--- src/rtl/tcm_dport_arbiter.sv ---
// Two-master arbiter for the single TCM data port. It holds a grant until the TCM accepts it
// and uses an in-order ID FIFO to steer each ack back to the master that issued the request.
module tcm_dport_arbiter #(
   parameter int OUTSTANDING   = 2,
   parameter bit M0_FIXED_PRIO = 1'b0
) (
   input  logic                           clk,
   input  logic                           rst,
   input  logic [31:0]                    m0_addr_i,
   input  logic [31:0]                    m0_data_wr_i,
   input  logic                           m0_rd_i,
   input  logic [3:0]                     m0_wr_i,
   input  logic [10:0]                    m0_req_tag_i,
   output logic                           m0_accept_o,
   output logic                           m0_ack_o,
   input  logic [31:0]                    m1_addr_i,
   input  logic [31:0]                    m1_data_wr_i,
   input  logic                           m1_rd_i,
   input  logic [3:0]                     m1_wr_i,
   input  logic [10:0]                    m1_req_tag_i,
   output logic                           m1_accept_o,
   output logic                           m1_ack_o,
   output logic [31:0]                    s_addr_o,
   output logic [31:0]                    s_data_wr_o,
   output logic                           s_rd_o,
   output logic [3:0]                     s_wr_o,
   output logic [10:0]                    s_req_tag_o,
   input  logic                           s_accept_i,
   input  logic                           s_ack_i,
   output logic [$clog2(OUTSTANDING):0]   outstanding_o,
   output logic                           unexp_ack_o
);
   localparam int CW = $clog2(OUTSTANDING) + 1;
   localparam int PW = (OUTSTANDING > 1) ? $clog2(OUTSTANDING) : 1;

   logic [OUTSTANDING-1:0] fifo_q, fifo_d;
   logic [PW-1:0]          wr_ptr_q, wr_ptr_d, rd_ptr_q, rd_ptr_d;
   logic [CW-1:0]          cnt_q, cnt_d;
   logic                   lock_q, lock_d, lock_id_q, lock_id_d;
   logic                   last_q, last_d, unexp_q, unexp_d;
   logic                   req0, req1, gnt_vld, gnt_id, full, empty, fire, pop, head;

   function automatic logic [PW-1:0] ptr_inc(input logic [PW-1:0] p);
      if (p == PW'(OUTSTANDING - 1)) return '0;
      return p + PW'(1);
   endfunction

   assign full  = (cnt_q == CW'(OUTSTANDING));
   assign empty = (cnt_q == '0);

   always_comb begin
      req0    = m0_rd_i | (|m0_wr_i);
      req1    = m1_rd_i | (|m1_wr_i);
      gnt_vld = 1'b0;
      gnt_id  = 1'b0;
      if (lock_q) begin
         gnt_id  = lock_id_q;
         gnt_vld = lock_id_q ? req1 : req0;
      end else if (req0 & req1) begin
         gnt_vld = 1'b1;
         gnt_id  = M0_FIXED_PRIO ? 1'b0 : ~last_q;
      end else begin
         gnt_vld = req0 | req1;
         gnt_id  = req1 & ~req0;
      end
   end

   // A full FIFO only masks the strobes; the request stays visible and the grant locks.
   always_comb begin
      s_addr_o    = '0;
      s_data_wr_o = '0;
      s_rd_o      = 1'b0;
      s_wr_o      = '0;
      s_req_tag_o = '0;
      if (gnt_vld) begin
         s_addr_o    = gnt_id ? m1_addr_i    : m0_addr_i;
         s_data_wr_o = gnt_id ? m1_data_wr_i : m0_data_wr_i;
         s_req_tag_o = gnt_id ? m1_req_tag_i : m0_req_tag_i;
         s_rd_o      = ~full & (gnt_id ? m1_rd_i : m0_rd_i);
         s_wr_o      = full ? 4'b0 : (gnt_id ? m1_wr_i : m0_wr_i);
      end
   end

   assign fire        = (s_rd_o | (|s_wr_o)) & s_accept_i;
   assign m0_accept_o = fire & ~gnt_id;
   assign m1_accept_o = fire & gnt_id;

   assign pop           = s_ack_i & ~empty;
   assign head          = fifo_q[rd_ptr_q];
   assign m0_ack_o      = pop & ~head;
   assign m1_ack_o      = pop & head;
   assign outstanding_o = cnt_q;
   assign unexp_ack_o   = unexp_q;

   always_comb begin
      fifo_d    = fifo_q;
      wr_ptr_d  = wr_ptr_q;
      rd_ptr_d  = rd_ptr_q;
      cnt_d     = cnt_q + CW'(fire) - CW'(pop);
      last_d    = fire ? gnt_id : last_q;
      lock_d    = ~fire & gnt_vld;
      lock_id_d = gnt_id;
      unexp_d   = unexp_q | (s_ack_i & empty);
      if (fire) begin
         fifo_d[wr_ptr_q] = gnt_id;
         wr_ptr_d         = ptr_inc(wr_ptr_q);
      end
      if (pop) rd_ptr_d = ptr_inc(rd_ptr_q);
   end

   always_ff @(posedge clk or negedge rst) begin
      if (!rst) begin
         fifo_q    <= '0;
         wr_ptr_q  <= '0;
         rd_ptr_q  <= '0;
         cnt_q     <= '0;
         lock_q    <= 1'b0;
         lock_id_q <= 1'b0;
         last_q    <= 1'b1;
         unexp_q   <= 1'b0;
      end else begin
         fifo_q    <= fifo_d;
         wr_ptr_q  <= wr_ptr_d;
         rd_ptr_q  <= rd_ptr_d;
         cnt_q     <= cnt_d;
         lock_q    <= lock_d;
         lock_id_q <= lock_id_d;
         last_q    <= last_d;
         unexp_q   <= unexp_d;
      end
   end
endmodule

--- config.mk ---
export PLATFORM = sky130hd
export DESIGN_NAME = tcm_dport_arbiter
export DESIGN_NICKNAME = d
export VERILOG_FILES = /design/src/rtl/tcm_dport_arbiter.sv
export SDC_FILE = /design/constraint.sdc
export NUM_CORES = 1
export LEC_CHECK = 0
export ABC_AREA = 1
export BUFFER_PORTS_ARGS = -buffer_cell sky130_fd_sc_hd__buf_2
export CAP_MARGIN = 40
export CORE_AREA = 2 2 98 100
export CTS_CLUSTER_DIAMETER = 40
export DETAILED_ROUTE_END_ITERATION = 12
export DIE_AREA = 0 0 100 102
export PLACE_DENSITY = 0.6
export SYNTH_ARGS = -nofsm -noshare
export SYNTH_HDL_FRONTEND = slang
export SYNTH_SLANG_ARGS = --single-unit
--- constraint.sdc ---
create_clock -name clk -period 4.2 [get_ports clk]
set_input_delay 0.84 -clock clk [delete_from_list [all_inputs] [get_ports clk]]
set_output_delay 0.84 -clock clk [all_outputs]
set_load 0.02 [all_outputs]
==> results of run 1 <==
## sequential cells by signal, summed over array words and instances, names as in the netlist
register and flops:
unexp_ack_o 1, rd_ptr_q 1, lock_id_q 1, fifo_q 2, last_q 1, outstanding_o 2, lock_q 1, wr_ptr_q 1
## cell type report
class / instances / area (sq um) / share of cell area [%]
well taps: 111 / 139 / 4.55
multi-input cells: 291 / 1260 / 41.2
flip-flops and latches: 10 / 251 / 8.25
repair buffers: 255 / 1300 / 42.7
inverters: 12 / 45.0 / 1.48
clock buffers: 4 / 55.1 / 1.81
## metrics by stage
stage                     hold slack [ps]  area [sq um]  setup slack [ps]  power [W]
after floorplan                       441          1710              1480    0.00211
after global placement                457          2990               832    0.00290
after detailed placement              461          2990               789    0.00293
after CTS                             465          3050               778    0.00307
after global routing                  465          3050               637    0.00330
final                                 454          3050               811    0.00303
## power by group through the flow
stage	Sequential, W	Clock, W	Combinational [W]
global route	0.000184	0.000129	0.00299
finish	0.000177	0.000120	0.00274
floorplan	0.000180	0	0.00193
detailed placement	0.000179	0	0.00276
global placement	0.000178	0	0.00272
CTS	0.000178	0.000123	0.00276
## cell families after synthesis
family          Yosys count  synth area share [%]
xor+xnor                  2                  1.02
compound gates           83                  24.4
flops                    10                  14.7
buf+inv                  37                  11.9
fa+ha+maj                 1                 0.730
simple gates            205                  47.3
## placed cells by master (no fill, tap or decap), drive strengths merged
master / synthesis / routed
or2: 3 / 3
dfrtp: 9 / 9
inv: 12 / 12
xor2: 2 / 2
o21bai: 1 / 1
nor2: 66 / 66
ha: 1 / 1
buf: 24 / 255
o21ai: 29 / 29
nand3b: 2 / 2
nand3: 4 / 4
a21oi: 53 / 53
clkbuf: 1 / 4
nand2: 128 / 128
nand4: 2 / 2
dfstp: 1 / 1
## routing by layer
layer	vias to the layer above	global-route usage (%)	wire length [um]
met5	-	0	0
met3	6	1.57	518
li1	1543	-	-
met4	0	1.90	47
met1	1327	18.7	3670
met2	103	26.5	4240
## worst max-delay path by stage
| stage | cells past startpoint | end | slack, ps | startpoint |
|---|---|---|---|---|
| 6_report | 10 | s_data_wr_o[23] | 810 | m1_rd_i |
| 5_1_grt | 10 | s_data_wr_o[23] | 640 | m1_rd_i |
| 3_5_place_dp | 10 | s_data_wr_o[23] | 790 | m1_rd_i |
| 2_1_floorplan | 9 | s_addr_o[10] | 1480 | m1_rd_i |
| 3_3_place_gp | 10 | s_data_wr_o[23] | 830 | m1_rd_i |
| 4_1_cts | 10 | s_data_wr_o[23] | 780 | m1_rd_i |
==> impl_metrics.ini, run 1 <==
[critical_path]
endpoint_kind = output port
cp_max_fo = 82
crit_path_start_kind = input pin
slowest_stage = buf_4
crit_buf_inv = 3
path_cells = buf_2, nor2_1, nand3_1, nand2_1, nand2_1, nand2_2, buf_4, nand2_1, a21oi_1, buf_2
crit_top_cell = nand2_1
cp_slowest_stage_delay_ps = 600
r2r_cells = 12
regToRegStartpoint = lock_q
crit_family = buffers and inverters
arrival_ps = 2550
worstSetupPathType = input pin to output port
worstReg2RegEnd = outstanding_o[1]
r2r_slack_ps = 2080
required_ps = 3360

[layout]
final_layout_size_suffix_gt1_share_pct = 46.7
nNetsFinal = 738
n_antenna_cell = 0
postLayoutCoreUtil_pct = 33.5
area_delta_synth_final_pct = 78.0
nFillCells = 1039
stdcell_count = 683

[sta]
finalCriticalPeriod_ps = 3390
clock_skew_ps = 3.89
slew_headroom_pct = 49.2
finalMaxSlewViolations = 0
worst_pin_slew_ps = 763
fin_tns_setup_ps = 0
period_share_pct = 80.7
setup-violations-final = 0
grt_setup_unrepaired = false
max_freq_mhz = 295
finalHoldViolations = 0

[die]
fp.dieW_um = 100
start_util_pct = 18.8
die_h_um = 102
die_area_sq_um = 10200
rows = 35
core_sq_um = 9110
boundaryPins = 251

[synthesis]
ys_types = 24
yosysMostFrequentCell = nand2_1
syn_nets = 503
synth_edf_count = 0
yosysSeqAreaShare_pct = 14.7
synth_seq_cells = 10
yosysTopAreaCellShare_pct = 27.6
synth_top_area_cell = nand2_1
synth_common_cells = nand2_1, nor2_1, a21oi_1, o21ai_0, buf_4
netlist_area_sq_um = 1710
synth.avg_cell_area_sq_um = 5.07
synthTopCellsByArea = nand2_1, a21oi_1, nor2_1, dfrtp_1, o21ai_0
yosysWarnings = 0
synth_cells = 338
synth_top_flop_cell = dfrtp_1
async_reset_ff_share_pct = 100

[clock_network]
htreeDepth = 1
clk_pin_slew_ps = 50
cts_root_buf = clkbuf_8
clock_latency_ps = 240
numCtsBuffers = 3
clock_sinks = 10
cts_tree = yes
postCtsSetupBuffers = 0
post_cts_resize_count = 0
clock_path_buffers = 2
ctsHoldBuffers = 0

[drt]
drtPass1Iterations = 5
drtIter0Drc = 79
wl_mm = 8.47
routedWlPerCell_um = 12.4
route.detailed.drc = 0
vias_per_cell = 4.36
num_vias = 2979
route.antenna.remaining_nets = 0

[global_route]
grt_pass1_wl_mm = 12.1
grt_remaining_overflow = 0
grtUsageTotal_pct = 14.4
grt_max_degree = 83
grt_pass1_vias = 2485
antenna_found_initial = 0

[power_and_ir_drop]
internal_power_w = 0.00108
p_sw_share_pct = 64.3
pwr-share-clk_pct = 4.0
power_frac_seq_pct = 5.8
switching_power_w = 0.00195
powerDensity_nw_per_um2 = 995
pwr-share-comb_pct = 90.2
p_leak_nw = 1.85
ir_worst_vdd_mv = 0.412

[flow_run]
cap_violations = 0

[run_status]
status = finished clean

[place]
port_buffers = 250
dp.cells = 679
place_congestion = 0.835
dpl.hpwl_mm = 6.63

[hold_path]
hold_class = input pin to async pin
Power figures use the tool's default switching activity.
==> run 2: changes to the inputs <==
--- a/config.mk
+++ b/config.mk
@@ -8,11 +8,11 @@
 export ABC_AREA = 1
 export BUFFER_PORTS_ARGS = -buffer_cell sky130_fd_sc_hd__buf_2
 export CAP_MARGIN = 40
-export CORE_AREA = 2 2 98 100
+export CORE_AREA = 2 2 97 99
 export CTS_CLUSTER_DIAMETER = 40
 export DETAILED_ROUTE_END_ITERATION = 12
-export DIE_AREA = 0 0 100 102
-export PLACE_DENSITY = 0.6
+export DIE_AREA = 0 0 99 101
+export PLACE_DENSITY = 0.63
 export SYNTH_ARGS = -nofsm -noshare
 export SYNTH_HDL_FRONTEND = slang
 export SYNTH_SLANG_ARGS = --single-unit
==> constraint.sdc (replaced) <==
create_clock -name clk -period 2.9 [get_ports clk]
set_input_delay 0.58 -clock clk [delete_from_list [all_inputs] [get_ports clk]]
set_output_delay 0.58 -clock clk [all_outputs]
set_load 0.02 [all_outputs]
==> impl_metrics.ini, run 2 (same netlist as run 1, synthesis figures left out) <==
[run_status]
status = finished clean

[die]
die_h_um = 101
start_util_pct = 19.1
boundaryPins = 251
fp.dieW_um = 99
rows = 35
core_sq_um = 8980
die_area_sq_um = 10000

[clock_network]
clock_sinks = 10
clock_latency_ps = 230
postCtsSetupBuffers = 0
htreeDepth = 1
clock_path_buffers = 2
cts_tree = yes
numCtsBuffers = 3
post_cts_resize_count = 0
ctsHoldBuffers = 0
clk_pin_slew_ps = 50
cts_root_buf = clkbuf_8

[place]
dpl.hpwl_mm = 6.63
port_buffers = 250
place_congestion = 0.828

[drt]
route.detailed.drc = 0
drtIter0Drc = 94
wl_mm = 8.20
num_vias = 3010
drtPass1Iterations = 4
route.antenna.remaining_nets = 0
vias_per_cell = 4.39
routedWlPerCell_um = 12.0

[global_route]
grt_pass1_vias = 2587
grt_pass1_wl_mm = 11.9
grt_max_degree = 51
grtUsageTotal_pct = 14.3
antenna_found_initial = 0
grt_remaining_overflow = 0

[sta]
setup-violations-final = 0
finalMaxSlewViolations = 0
period_share_pct = 88.0
finalHoldViolations = 0
max_freq_mhz = 392
worst_pin_slew_ps = 383
clock_skew_ps = 2.33
slew_headroom_pct = 74.4
finalCriticalPeriod_ps = 2550
grt_setup_unrepaired = false
fin_tns_setup_ps = 0

[power_and_ir_drop]
p_leak_nw = 1.87
powerDensity_nw_per_um2 = 1440
p_total_w = 0.00448
ir_worst_vdd_mv = 0.515

[hold_path]
hold_class = input pin to async pin

[flow_run]
cap_violations = 0

[layout]
final_common_cell = buf_2
final_layout_size_suffix_gt1_share_pct = 46.7
nNetsFinal = 740
final_cell_mix = buf_2, nand2_1, nor2_1, a21oi_1, o21ai_0
n_antenna_cell = 0
seq_area_sq_um = 251
multi_input_area_sq_um = 1260
nFillCells = 999
area_delta_synth_final_pct = 81.2

[critical_path]
worstSetupPathType = input pin to output port
cp-startpoint = m0_wr_i[3]
required_ps = 2320
crit_path_start_kind = input pin
arrival_ps = 1970
regToRegStartpoint = lock_q
cp_max_fo = 21
endpoint_kind = output port
-- run 2: cell count changes in the layout (fill, tap and decap cells not counted) --
| cell | delta |
|---|---|
| clkbuf_1 | +1 |
| buf_12 | +4 |
| clkbuf_8 | -1 |
| buf_4 | -2 |
-- run 2: worst max-delay path: stages --
cell and delay [ps]:
buf_2 110, nor2_1 120, nand3b_1 120, nand3_1 100
nand2_2 120, inv_2 140, buf_4 260, nand2_1 90
a21oi_1 140, buf_2 180
-- run 2: layout make-up --
| cell class | count | share of cell area [%] |
|---|---|---|
| Inverter | 12 | 1.45 |
| Multi-Input combinational cell | 291 | 40.5 |
| Clock buffer | 4 | 1.45 |
| Tap cell | 111 | 4.47 |
| Sequential cell | 10 | 8.10 |
| Timing Repair Buffer | 257 | 44.0 |
-- run 2: worst paths after layout --
path                                    end  slack (ps)  depth (start not counted)
setup / recovery            s_data_wr_o[15]         350                         10
hold / removal                    fifo_q[0]         210                          1
setup reg to reg           outstanding_o[1]         900                         12
hold reg to reg                 unexp_ack_o         480                          1
max in group asynchronous            last_q        2430                          1
min in group clk                unexp_ack_o         480                          1
-- run 2: metal layers --
layer	up-vias	global-route usage (%)	share of wire [%]
li1	1545	-	-
met1	1331	16.9	40
met2	126	27.1	51
met3	8	2.08	7.6
met4	0	3.06	1.0
met5	-	0	0
-- run 2: metrics by stage --
stage	util [%]	hold WS [ps]	cell area [sq um]	setup slack [ps]	instances
final	34.6	205	3100	347	685
after global routing	34.6	210	3100	163	685
after CTS	34.6	207	3100	297	685
after detailed placement	34.1	457	3060	299	681
after global placement	34.1	454	3060	346	681
after floorplan	-	284	1710	696	338
-- run 2: power breakdown --
| part | internal, W | switching [W] |
|---|---|---|
| sequential | 0.000209 | 0.0000436 |
| clock | 0.0000962 | 0.0000536 |
| combinational | 0.00135 | 0.00273 |
